==> config.mk <==
export PLATFORM = sky130hd
export DESIGN_NAME = trng_cu_mc
export DESIGN_NICKNAME = d
export VERILOG_FILES = /design/src/rtl/trng_cu_mc.sv
export SDC_FILE = /design/constraint.sdc
export NUM_CORES = 1
export LEC_CHECK = 0
export ABC_AREA = 1
export BUFFER_PORTS_ARGS = -buffer_cell sky130_fd_sc_hd__buf_2
export CAP_MARGIN = 10
export CORE_ASPECT_RATIO = 1.5
export CORE_MARGIN = 2
export CORE_UTILIZATION = 57
export DETAILED_ROUTE_END_ITERATION = 6
export PLACE_DENSITY = 0.83
export SYNTH_ARGS = -nofsm -noshare
export SYNTH_HDL_FRONTEND = slang
export SYNTH_SLANG_ARGS = --single-unit
==> constraint.sdc <==
create_clock -name clk_i -period 2.46 [get_ports clk_i]
set_clock_uncertainty 0.1 [all_clocks]
set_input_delay 0.492 -clock clk_i [delete_from_list [all_inputs] [get_ports clk_i]]
set_output_delay 0.492 -clock clk_i [all_outputs]
set_load 0.01 [all_outputs]
==> src/rtl/trng_cu_mc.sv <==
// TRNG control unit: sequences BIST, entropy accumulation and word hand-off
// across N_CH channels, retrying on health errors until a permanent DEAD state.
module trng_cu_mc #(
  parameter int N_CH       = 4,
  parameter int BIST_LEN   = 10,
  parameter int WAIT_CONST = 30,
  parameter int MAX_RETRY  = 7,
  parameter int RW         = $clog2(MAX_RETRY+1)
) (
  input  logic            clk_i,
  input  logic            rst_ni,
  input  logic            enable_i,
  input  logic            disable_i,
  input  logic [N_CH-1:0] ch_en_i,
  input  logic [N_CH-1:0] error_i,
  input  logic            ack_read_i,
  input  logic            tot_fail_i,
  output logic            enable_ht_o,
  output logic            dff_en_o,
  output logic            flush_regs_o,
  output logic            rnd_ready_o,
  output logic            trng_intr_o,
  output logic            dead_o,
  output logic [RW-1:0]   retry_cnt_o,
  output logic [2:0]      state_o
);

  localparam int BW = (BIST_LEN   > 1) ? $clog2(BIST_LEN)   : 1;
  localparam int WW = (WAIT_CONST > 1) ? $clog2(WAIT_CONST) : 1;
  localparam logic [BW-1:0] BIST_LAST = BW'(BIST_LEN - 1);
  localparam logic [WW-1:0] WAIT_LAST = WW'(WAIT_CONST - 1);
  localparam logic [RW-1:0] RETRY_MAX = RW'(MAX_RETRY);

  typedef enum logic [2:0] {
    S_IDLE = 3'd0, S_BIST = 3'd1, S_WAIT = 3'd2,
    S_READY = 3'd3, S_WACK = 3'd4, S_DEAD = 3'd5
  } state_t;

  state_t        r_state;
  logic [BW-1:0] r_bist;
  logic [WW-1:0] r_wait;
  logic [RW-1:0] r_retry;

  state_t        w_nxt;
  logic [BW-1:0] w_bist_n;
  logic [WW-1:0] w_wait_n;
  logic [RW-1:0] w_retry_n;
  logic [RW-1:0] w_rinc;
  logic          w_flush_ack_n;
  logic          w_err;
  logic          w_ch_any;

  assign w_err    = |(error_i & ch_en_i);
  assign w_ch_any = |ch_en_i;
  assign w_rinc   = (r_retry == RETRY_MAX) ? RETRY_MAX : r_retry + 1'b1;

  always_comb begin
    w_nxt         = r_state;
    w_bist_n      = '0;
    w_wait_n      = '0;
    w_retry_n     = r_retry;
    w_flush_ack_n = 1'b0;
    case (r_state)
      S_IDLE: begin
        w_retry_n = '0;
        if (enable_i && w_ch_any) w_nxt = S_BIST;
      end
      S_DEAD: ;
      default: begin
        if (tot_fail_i) begin
          w_nxt = S_DEAD;
        end else if (disable_i || !w_ch_any) begin
          w_nxt     = S_IDLE;
          w_retry_n = '0;
        end else if (w_err) begin
          w_retry_n = w_rinc;
          w_nxt     = (w_rinc == RETRY_MAX) ? S_DEAD : S_BIST;
        end else begin
          case (r_state)
            S_BIST: begin
              if (r_bist == BIST_LAST) w_nxt = S_WAIT;
              else w_bist_n = r_bist + 1'b1;
            end
            S_WAIT: begin
              if (r_wait == WAIT_LAST) begin
                w_nxt     = S_READY;
                w_retry_n = '0;
              end else begin
                w_wait_n = r_wait + 1'b1;
              end
            end
            S_READY: w_nxt = S_WACK;
            S_WACK: begin
              if (ack_read_i) begin
                w_nxt         = S_WAIT;
                w_flush_ack_n = 1'b1;
              end
            end
            default: w_nxt = S_IDLE;
          endcase
        end
      end
    endcase
  end

  // Outputs are registered from the next state so they line up with r_state.
  always_ff @(posedge clk_i or negedge rst_ni) begin
    if (!rst_ni) begin
      r_state      <= S_IDLE;
      r_bist       <= '0;
      r_wait       <= '0;
      r_retry      <= '0;
      enable_ht_o  <= 1'b0;
      dff_en_o     <= 1'b0;
      flush_regs_o <= 1'b0;
      rnd_ready_o  <= 1'b0;
      trng_intr_o  <= 1'b0;
      dead_o       <= 1'b0;
    end else begin
      r_state      <= w_nxt;
      r_bist       <= w_bist_n;
      r_wait       <= w_wait_n;
      r_retry      <= w_retry_n;
      enable_ht_o  <= (w_nxt inside {S_BIST, S_WAIT, S_READY, S_WACK});
      dff_en_o     <= (w_nxt inside {S_BIST, S_WAIT, S_READY, S_WACK});
      flush_regs_o <= (w_nxt inside {S_BIST, S_DEAD}) || w_flush_ack_n;
      rnd_ready_o  <= (w_nxt inside {S_READY, S_WACK});
      trng_intr_o  <= (w_nxt inside {S_READY, S_DEAD});
      dead_o       <= (w_nxt == S_DEAD);
    end
  end

  assign retry_cnt_o = r_retry;
  assign state_o     = r_state;

endmodule

## After elaboration in Yosys (flattened, before gate mapping)

Cells that the tools add are included.

- ROM bits: 0
- Bits in latches: 0
- Bits of input ports: 14
- Memories kept: 0
- Register bits after elaboration: 20
- Output and inout port bits: 12
- RAM bits: 0

- Add/subtract/negate cells: 3
- Muxes and demuxes: 35
- Bitwise gates (word level): 2
- Reductions and logical operators: 15
- Magnitude comparators: 0
- Equal/unequal tests: 15
- Shifts and indexed selects: 0
- Multiply operators: 0
- Div/mod/pow operators: 0

Operator list:

| cell | number |
|---|---|
| 3-bit two-way mux | 14 |
| 5-bit two-way mux | 6 |
| 4-bit two-way mux | 6 |
| 3-bit == test (second input constant) | 6 |
| 3-bit by 2-bit == test with 1-bit output (second input constant) | 4 |
| 3-bit one-hot mux with 2 select lines | 2 |
| 3-bit one-hot mux with 4 select lines | 1 |
| 4-bit nonzero test | 3 |
| 4-bit OR reduction | 2 |
| 3-bit by 1-bit == test with 1-bit output (second input constant) | 2 |
| 1-bit two-way mux | 6 |
| 2-bit nonzero test | 3 |
| 5-bit by 1-bit adder with 5-bit output (second input constant) | 1 |
| 5-bit == test (second input constant) | 1 |
| 4-bit by 1-bit adder with 4-bit output (second input constant) | 1 |
| 4-bit AND | 1 |
| 4-bit == test (second input constant) | 1 |
| 4-bit AND reduction | 1 |
| 3-bit by 1-bit adder with 3-bit output (second input constant) | 1 |
| 3-bit logical NOT | 1 |
| 1-bit logical OR | 2 |
| 2-bit by 1-bit != test with 1-bit output (second input constant) | 1 |
| 2-bit OR reduction | 1 |
| 1-bit logical AND | 1 |
| other kinds (2) | 2 |

## Logic depth before layout (Yosys ltp)

Gate-level depths: netlist (run 1).

- Depth after elaboration: 11
- Gate-level depth with buffers: 12
- Gate-level depth less buffers: 12

## Worst setup path after synthesis (run 1)

Ideal clock, no wire load.

- Path type: flip-flop to flip-flop
- From: reg r_retry[0] (netlist: retry_cnt_o[0])
- To: reg dff_en_o
- Cell stages (with the launch flop): 12
- Clock period less this slack: 1.470 ns
- Slack: 0.990 ns
- Data arrival time: 1.253 ns
- Setup time: 0.117 ns
- Path through: dfrtp_1 -> ha_1 -> inv_1 -> nand2_1 -> nand2_1 -> nor2_1 -> nand2_1 -> nand3_1 -> nand2_2 -> inv_2 -> nand3_2 -> nand2_1

- Word-level cells in the longest chain between the ends: 10
- Elaborated cells between the ends (all ways): 14
- Those cells by class: add/sub (1); eq/ne (6); mux (6); reduce/logical (1)

RTL lines:

| element | line | source |
|---|---|---|
| start: declaration | 42 | `logic [RW-1:0] r_retry;` |
| start signal: assignment | 123 | `r_retry <= w_retry_n;` |
| 3-bit by 1-bit adder with 3-bit output / 3-bit == test (equally long branches) | 55 | `assign w_rinc = (r_retry == RETRY_MAX) ? RETRY_MAX : r_retry + 1'b1;` |
| 3-bit two-way mux * | 55 |  |
| 3-bit == test * | 77 | `w_nxt = (w_rinc == RETRY_MAX) ? S_DEAD : S_BIST;` |
| 3-bit two-way mux * | 77 |  |
| 3-bit two-way mux * | 75 | `end else if (w_err) begin` |
| 3-bit two-way mux * | 72 | `end else if (disable_i \|\| !w_ch_any) begin` |
| 3-bit two-way mux * | 70 | `if (tot_fail_i) begin` |
| 3-bit one-hot mux with 2 select lines * | 63 | `case (r_state)` |
| net w_nxt[2] | 44 | `state_t w_nxt;` |
| 3-bit by 1-bit == test with 1-bit output, or another cell as far along | 125 | `dff_en_o <= (w_nxt inside {S_BIST, S_WAIT, S_READY, S_WACK});` |
| 4-bit nonzero test * | 125 |  |
| end signal: assignment | 125 |  |
| end: declaration | 19 | `output logic dff_en_o,` |

The timed path passes the listed nets; every way through them passes the cells marked *.
A chain may end at the register's enable or synchronous reset.

## Final worst setup path (run 1)

- From: reg r_state[0] (netlist: state_o[0])
- To: out state_o[0]

RTL lines:

| element | line | source |
|---|---|---|
| start: declaration | 39 | `state_t r_state;` |
| start signal: assignment | 120 | `r_state <= w_nxt;` |
| end: declaration | 25 | `output logic [2:0] state_o` |

No word-level cell between the ends.

==> results of run 1 <==
[sequential cells by signal, indices dropped and copies added, names as in the netlist]
name / cells
r_wait: 5
r_bist: 4
retry_cnt_o: 3
state_o: 3
dead_o: 1
dff_en_o: 1
flush_regs_o: 1
rnd_ready_o: 1
trng_intr_o: 1
[worst reg2reg max path, stage by stage, from the launching register on]
cell and delay, ps:
dfrtp_1 410, inv_1 70, ha_1 130, nand2_1 50
nor2_1 220, nand2_1 120, nand3_2 90, nand2_2 60
nand2_4 70, nand2_4 60, nand3_2 90, nand2_1 50
[area by class of cell]
class | count | area share (%)
multi-input combinational | 99 | 45.35
sequential | 20 | 37.17
tap | 22 | 2.045
clock buffer | 3 | 1.673
inverter | 16 | 4.461
timing repair buffer | 25 | 9.294
[where the power goes]
group	internal, mW	switching (mW)	leakage, nW
clock network	0.0569	0.0913	0.0138
logic	0.0754	0.106	0.430
registers	0.355	0.0222	0.246
total	0.487	0.220	0.691
[cells in the mapped netlist (2+ instances only)]
library cell / count
xnor2_1: 2
dfrtp_1: 20
nand2_4: 4
inv_1: 8
a21oi_1: 4
ha_1: 5
inv_2: 8
nand4_1: 2
nor4_1: 2
nand3_2: 5
xor2_1: 3
nor2_1: 21
nand3_1: 8
nand2_1: 29
nand2_2: 5
[how the worst max path moves through the flow]
stage	endpoint	from
global placement	flush_regs_o	ch_en_i[2]
detailed placement	flush_regs_o	ch_en_i[2]
CTS	rnd_ready_o	r_wait[1]
floorplan	dff_en_o	retry_cnt_o[0]
finish	state_o[0]	state_o[0]
global route	retry_cnt_o[1]	r_wait[1]
[per-layer routing]
layer | GRT usage [%] | up-vias | part of all wire, %
met5 | 0 | - | 0
met4 | 5.530 | 0 | 0.78
met3 | 3.346 | 2 | 4.7
met2 | 37.95 | 22 | 57
met1 | 20.69 | 454 | 38
li1 | - | 485 | -
[through the flow]
stage               worst slack [ps]  power (mW)
finish                         832.5      0.7065
global route                   717.6      0.7633
CTS                            827.7      0.7144
detailed placement             728.1      0.5673
global placement               767.8      0.5629
floorplan                      989.9      0.5020
[cell families (layout without fill, tap and decap cells)]
family,after synthesis,after routing,share of synthesized area (%)
XOR/XNOR,5,5,3.716
adder cells (fa/ha/maj),5,5,5.308
flip-flops,20,20,42.46
buffers and inverters,17,44,5.733
AND/OR/NAND/NOR,81,81,36.84
AO/OA/AOI/OAI,8,8,5.945
==> metrics.md, run 1 <==
| Metric | Value |
|---|---|
| Number of hold violations in the final report | `0` |
| Congestion Overflow GR | `0` |
| Num ports | `26` |
| FF-to-FF Start | `r_wait[1]` |
| Run status | `finished clean` |
| Hold WC Path Type | `in2async` |
| Critical path class | `reg2out` |
| Number of placed instances, taps included | `182` |
| DRT iter0 DRCs | `16` |
| Post-synth EDFFs | `0` |
| Via count | `963` |
| First-pass GRT wire length | `3.367 mm` |
| # diodes | `0` |
| Largest delay contributor family on the critical path | `flip-flops` |
| Post-route fraction of the period consumed by the critical path | `66.16%` |
| Area taken by flip-flops and latches | `500.5 um^2` |
| DRC violation count after routing | `0` |
| Max-Cap Viols | `0` |
| Total of hold buffers inserted after clock tree synthesis | `0` |
| Hold Slack | `30.29 ps` |
| Vias in the first global route | `873` |
| Via/cell ratio | `5.205` |
| TNS Setup | `0 ps` |
| Slowest library cell on the worst path | `dfrtp_1` |
| Total wire length | `2.176 mm` |
| Routed len/inst | `11.76 um` |
| Final layout net count | `184` |
| Width of the die | `41.13 um` |
| Post-synthesis register bit count | `20` |
| Number of distinct library cells after synthesis | `25` |
| Clock net sink count | `20` |
| Critical Path AT | `1040 ps` |
| Post-Synthesis Cell Area | `0.001179 mm^2` |
| Syn nets | `155` |
| Utilization after layout | `67.25%` |
| Placeable core region | `0.002002 mm^2` |
| Total track usage | `19.99%` |
| Initial cell density of the core | `58.87%` |
| Most common library cell in the layout ignoring fill and taps | `nand2_1` |
| Post-synth top area share | `42.46%` |
| Largest net degree at the start of global routing | `21` |
| RSZ-0062 raised after global routing | `no` |
| Number of max-slew violations in the final report | `0` |
| Cell count along the critical path | `1` |
| Filler cells | `174` |
| Die footprint | `0.002455 mm^2` |
| Required time at the worst-slack endpoint | `1870 ps` |
| Largest cells by area after synthesis | `dfrtp_1, nand2_1, nor2_1` |
| Final instance area | `0.001346 mm^2` |
| CTS tree | `done` |
| Clock transition at the registers of the reported paths | `100 ps` |
| Row cnt | `20` |
| Final standard cell count with taps included and fillers excluded | `185` |
| GPL Wtd Cong | `0.7593` |
| Max-slew headroom at the worst pin | `70.30%` |
| R2r setup slk | `850 ps` |
| Final HPWL DP | `1.801 mm` |
| Combined area of the multi-input logic cells | `610.6 um^2` |
| Total of endpoints with negative setup slack in the final report | `0` |
| Yosys warnings | `0` |
| Detailed-routing iteration count for the pre-antenna-repair pass | `4` |
| Critical path startpoint category | `register` |
| Ordered list of cells on the worst path | `buf_2` |
| Mean area per synthesized cell | `8.666 um^2` |
| Post-Synthesis Cells | `136` |
| Post-cts resize count | `0` |
| Part of the Yosys area used for sequential elements | `42.46%` |
| Depth of the worst register-to-register path | `11` |
| Crit. End Element | `primary output` |
| Upper clock frequency limit | `614.4 MHz` |
| Clock latency on the worst-skew pair | `290 ps` |
| Critical path peak fanout | `6` |
| Number of buffers between clock root and the deepest sink | `2` |
| Number of buffer and inverter stages on the critical path | `1` |
| Top flip-flop cell by instance count after synthesis | `dfrtp_1` |
| Instance area after placement | `0.001324 mm^2` |
| Most frequent cells in the layout | `nand2_1, buf_2, nor2_1, dfrtp_1` |
| Pwr per Cell Area | `524.8 mW/mm^2` |
| Count of port buffers added during placement | `25` |
| Slew at the pin closest to its max-slew limit | `445.4 ps` |
| FFs w/ async S/R, synth | `100.0%` |
| Area delta synth->final | `14.22%` |
| Die span in y | `59.69 um` |
| Leakage dissipation | `0.6906 nW` |
| CTS HTree Levels | `1` |
| Peak supply drop | `0.3780 mV` |
| Initial antenna violation count | `0` |
| Minimum period implied by the final worst setup slack | `1628 ps` |
| Clock root buffer master | `clkbuf_4` |
| Largest stage delay, worst path | `550 ps` |
| Number of buffers created by CTS | `3` |
| Setup Fix Bufs, Post-CTS | `0` |
| Number of routed nets with antenna violations | `0` |
| Top cell type by total area after synthesis | `dfrtp_1` |
| Reg-to-reg endpoint | `rnd_ready_o` |
| Fraction of layout instances using a drive strength above 1 | `34.36%` |
(Power assumes the default switching activity.)
==> run 2, diff against run 1 <==
==> config.mk (replaced) <==
export PLATFORM = sky130hd
export DESIGN_NAME = trng_cu_mc
export DESIGN_NICKNAME = d
export VERILOG_FILES = /design/src/rtl/trng_cu_mc.sv
export SDC_FILE = /design/constraint.sdc
export NUM_CORES = 1
export LEC_CHECK = 0
export ABC_AREA = 0
export BUFFER_PORTS_ARGS = -buffer_cell sky130_fd_sc_hd__buf_2
export CAP_MARGIN = 10
export CORE_ASPECT_RATIO = 1.5
export CORE_MARGIN = 2
export CORE_UTILIZATION = 47
export DETAILED_ROUTE_END_ITERATION = 6
export PLACE_DENSITY = 0.74
export SYNTH_ARGS = -nofsm -noshare
export SYNTH_HDL_FRONTEND = slang
export SYNTH_SLANG_ARGS = --single-unit
==> constraint.sdc (replaced) <==
create_clock -name clk_i -period 1.4 [get_ports clk_i]
set_clock_uncertainty 0.1 [all_clocks]
set_input_delay 0.28 -clock clk_i [delete_from_list [all_inputs] [get_ports clk_i]]
set_output_delay 0.28 -clock clk_i [all_outputs]
set_load 0.01 [all_outputs]
==> metrics.md, run 2 <==
| Metric | Value |
|---|---|
| Sequential cell fraction of total power | `51.6% (was 53.3%)` |
| Required time at the worst-slack endpoint | `1530 ps (was 1870 ps)` |
| # diodes | `0 (unchanged)` |
| Largest net degree at the start of global routing | `21 (unchanged)` |
| Pwr per Cell Area | `721.9 mW/mm^2 (was 524.8 mW/mm^2)` |
| Total wire length | `2.681 mm (was 2.176 mm)` |
| Post-route fraction of the period consumed by the critical path | `136.5%` |
| Post-synth EDFFs | `0 (unchanged)` |
| Ordered list of cells on the worst path | `ha_4 -> nor2b_4 -> maj3_2 -> a31o_1 -> o21ai_1 -> and3_4 -> xnor2_2 (was buf_2)` |
| Slowest library cell on the worst path | `dfrtp_1 (unchanged)` |
| DRC violation count after routing | `0 (unchanged)` |
| Total track usage | `22.08% (was 19.99%)` |
| Largest registers | `r_wait: 5 flops, r_bist: 4 flops (unchanged)` |
| Setup slack after placement | `-620.3 ps (was 728.1 ps)` |
| Max FFs per register | `5 (unchanged)` |
| RSZ-0062 raised after global routing | `yes (was no)` |
| Minimum period implied by the final worst setup slack | `1911 ps` |
| Max-slew headroom at the worst pin | `70.48% (was 70.30%)` |
| Vias in the first global route | `1076 (was 873)` |
| Critical path peak fanout | `5 (was 6)` |
| CTS tree | `done (unchanged)` |
| Net Switching | `0.3160 mW (was 0.2196 mW)` |
| Mean area per synthesized cell | `9.781 um^2 (was 8.666 um^2)` |
| Placeable core region | `0.002260 mm^2 (was 0.002002 mm^2)` |
| Part of the total power dissipated in combinational logic | `26.7% (was 25.7%)` |
| Clock transition at the registers of the reported paths | `100 ps (about the same)` |
| Critical Path AT | `2040 ps (was 1040 ps)` |
| Number of buffers between clock root and the deepest sink | `2 (unchanged)` |
| Area delta synth->final | `48.16% (was 14.22%)` |
| Switching portion of total power | `26.26% (was 31.09%)` |
| Most common library cell in the layout ignoring fill and taps | `buf_4 (was nand2_1)` |
| Yosys warnings | `0 (unchanged)` |
| Largest cells by area after synthesis | `dfrtp_1, ha_1, nor2_1 (was dfrtp_1, nand2_1, nor2_1)` |
| Largest stage delay, worst path | `430 ps (was 550 ps)` |
| Count of port buffers added during placement | `25 (unchanged)` |
| Clock network fraction of total power | `21.7% (was 21.0%)` |
| Crit. End Element | `register (was primary output)` |
| FFs w/ async S/R, synth | `100.0% (unchanged)` |
| Final layout net count | `198 (was 184)` |
| Hold WC Path Type | `in2reg (was in2async)` |
| Total of endpoints with negative setup slack in the final report | `23 (was 0)` |
| Detailed-routing iteration count for the pre-antenna-repair pass | `4 (unchanged)` |
| Violated checks | `setup timing` |
| Run status | `finished with violations (was finished clean)` |
| Final HPWL DP | `2.091 mm (was 1.801 mm)` |
| GPL Wtd Cong | `0.8489 (was 0.7593)` |
| Row cnt | `21 (was 20)` |
| Via/cell ratio | `5.405 (was 5.205)` |
| Number of routed nets with antenna violations | `0 (unchanged)` |
| Number of buffers created by CTS | `3 (unchanged)` |
| Post-Synthesis Cells | `115 (was 136)` |
| Die span in y | `63.92 um (was 59.69 um)` |
| CTS HTree Levels | `1 (unchanged)` |
| Initial cell density of the core | `49.78% (was 58.87%)` |
| Post-Synthesis Cell Area | `0.001125 mm^2 (was 0.001179 mm^2)` |
| Slew at the pin closest to its max-slew limit | `442.8 ps (was 445.4 ps)` |
| First-pass GRT wire length | `4.567 mm (was 3.367 mm)` |
| Clock latency on the worst-skew pair | `290 ps (about the same)` |
| Number of distinct library cells after synthesis | `39 (was 25)` |
| DRT iter0 DRCs | `18 (was 16)` |
| Clock net sink count | `20 (unchanged)` |
| Most frequent cells in the layout | `buf_4, buf_2, dfrtp_1, nor2_1, nand2_1 (was nand2_1, buf_2, nor2_1, dfrtp_1)` |
| Peak supply drop | `0.6216 mV (was 0.3780 mV)` |
| Number of hold violations in the final report | `0 (unchanged)` |
| Critical path startpoint category | `register (unchanged)` |
| Fraction of layout instances using a drive strength above 1 | `50.28% (was 34.36%)` |
| Width of the die | `43.95 um (was 41.13 um)` |
| Congestion Overflow GR | `0 (unchanged)` |
| Worst path setup slack after routing | `-510.5 ps (was 832.5 ps)` |
| Critical path class | `reg2reg (was reg2out)` |
| Post-synthesis register bit count | `20 (unchanged)` |
| Max-Cap Viols | `0 (unchanged)` |
| Routed len/inst | `13.41 um (was 11.76 um)` |
| Number of max-slew violations in the final report | `0 (unchanged)` |
| Filler cells | `170 (was 174)` |
| Top cell type by total area after synthesis | `dfrtp_1 (unchanged)` |
| Total internal power | `0.8871 mW (was 0.4869 mW)` |
| Top flip-flop cell by instance count after synthesis | `dfrtp_1 (unchanged)` |
| Count leader, synth | `dfrtp_1 (was nand2_1)` |
| Num ports | `26 (unchanged)` |
| Die footprint | `0.002809 mm^2 (was 0.002455 mm^2)` |
| Initial antenna violation count | `0 (unchanged)` |
| Part of the Yosys area used for sequential elements | `44.49% (was 42.46%)` |
| Clock root buffer master | `clkbuf_4 (unchanged)` |
| Post-synth top area share | `44.49% (was 42.46%)` |
| List of most frequent post-synthesis cells | `dfrtp_1, nor2_1, nand2_1 (was nand2_1, nor2_1, dfrtp_1)` |
| Syn nets | `134 (was 155)` |
| Upper clock frequency limit | `523.4 MHz` |
| Top register by number of flip-flops | `r_wait (unchanged)` |
| Leakage dissipation | `0.8471 nW (was 0.6906 nW)` |
| TNS Setup | `-7808 ps (was 0 ps)` |
| Via count | `1081 (was 963)` |
-- run 2: changes by cell type after synthesis, moves of 3 or more --
cell	previous run	this run
o21ai_0	0	6
nand2_4	4	0
nand3_1	8	5
nand2_2	5	0
nand3_2	5	0
nor2_1	21	14
nand2_1	29	8
inv_2	8	1
-- run 2: final cells by class --
type,count,area (um^2),share of cell area (%)
Multi-Input combinational cell,83,654.4,39.26
Timing Repair Buffer,64,434.2,26.05
Sequential cell,20,500.5,30.03
Tap cell,23,28.78,1.727
Inverter,7,26.28,1.577
Clock buffer,3,22.52,1.351
-- run 2: routing by layer --
| metal | vias to the layer above | global-route usage [%] | part of all wire, % |
|---|---|---|---|
| met2 | 25 | 39.71 | 56 |
| li1 | 526 | - | - |
| met3 | 8 | 3.107 | 3.1 |
| met4 | 0 | 13.26 | 3.2 |
| met5 | - | 0 | 0 |
| met1 | 522 | 22.91 | 38 |
-- run 2: critical path: cells and delay by family (launching register included) --
kind	cells	cell delay (ps)
DFF	1	430
and+or+nand+nor	2	350
adders and majority gates	2	550
AOI/OAI and AO/OA	2	300
xor gates and xnor gates	1	110
-- run 2: path summary, 6_finish.rpt --
| path | from | slack (ps) | cells after the start | end |
|---|---|---|---|---|
| max reg2reg | retry_cnt_o[0] | -510 | 7 | dff_en_o |
| max in group asynchronous | rst_ni | 550 | 2 | r_wait[2] |
| max | retry_cnt_o[0] | -510 | 7 | dff_en_o |
| min | ack_read_i | 230 | 3 | flush_regs_o |
| min in group asynchronous | rst_ni | 350 | 2 | r_wait[3] |
| min reg2reg | r_bist[0] | 450 | 2 | r_bist[0] |
-- run 2: stage by stage --
| step | hold slack [ps] | instance area, um^2 | std cells | util (%) | power [mW] |
|---|---|---|---|---|---|
| 3_3_place_gp | 138.0 | 1524 | 191 | 67.44 | 0.8234 |
| 3_5_place_dp | 145.4 | 1524 | 191 | 67.44 | 0.8399 |
| 6_report | 232.7 | 1667 | 200 | 73.75 | 1.203 |
| 2_1_floorplan | -115.6 | 1162 | 115 | - | 0.7174 |
| 4_1_cts | 228.6 | 1598 | 197 | 70.71 | 1.129 |
| 5_1_grt | 217.2 | 1667 | 200 | 73.75 | 1.267 |
-- run 2: power groups by stage --
stage          clock (mW)  sequential (mW)  combinational [mW]
2_1_floorplan           0            0.636              0.0818
3_3_place_gp            0            0.617               0.206
3_5_place_dp            0            0.623               0.217
4_1_cts             0.265            0.611               0.253
5_1_grt             0.296            0.622               0.349
6_report            0.260            0.621               0.322
-- run 2: repair_timing --
item / 4_1_cts / 5_1_grt
hold buffers: 1 / 0
setup buffers: 2 / 3
endpoints found under the hold margin: 20 / 0
endpoints found under the setup margin: 22 / 24
pin swaps: 10 / 5
resized for setup: 8 / 9
-- run 2: logic make-up after synthesis --
logic type | Yosys count | share of synthesized area, %
and+or+nand+nor | 46 | 23.47
buffers and inverters | 12 | 5.115
muxes | 2 | 2.002
xor gates and xnor gates | 6 | 4.673
adders and majority gates | 6 | 6.452
DFF | 20 | 44.49
AOI/OAI and AO/OA | 23 | 13.79
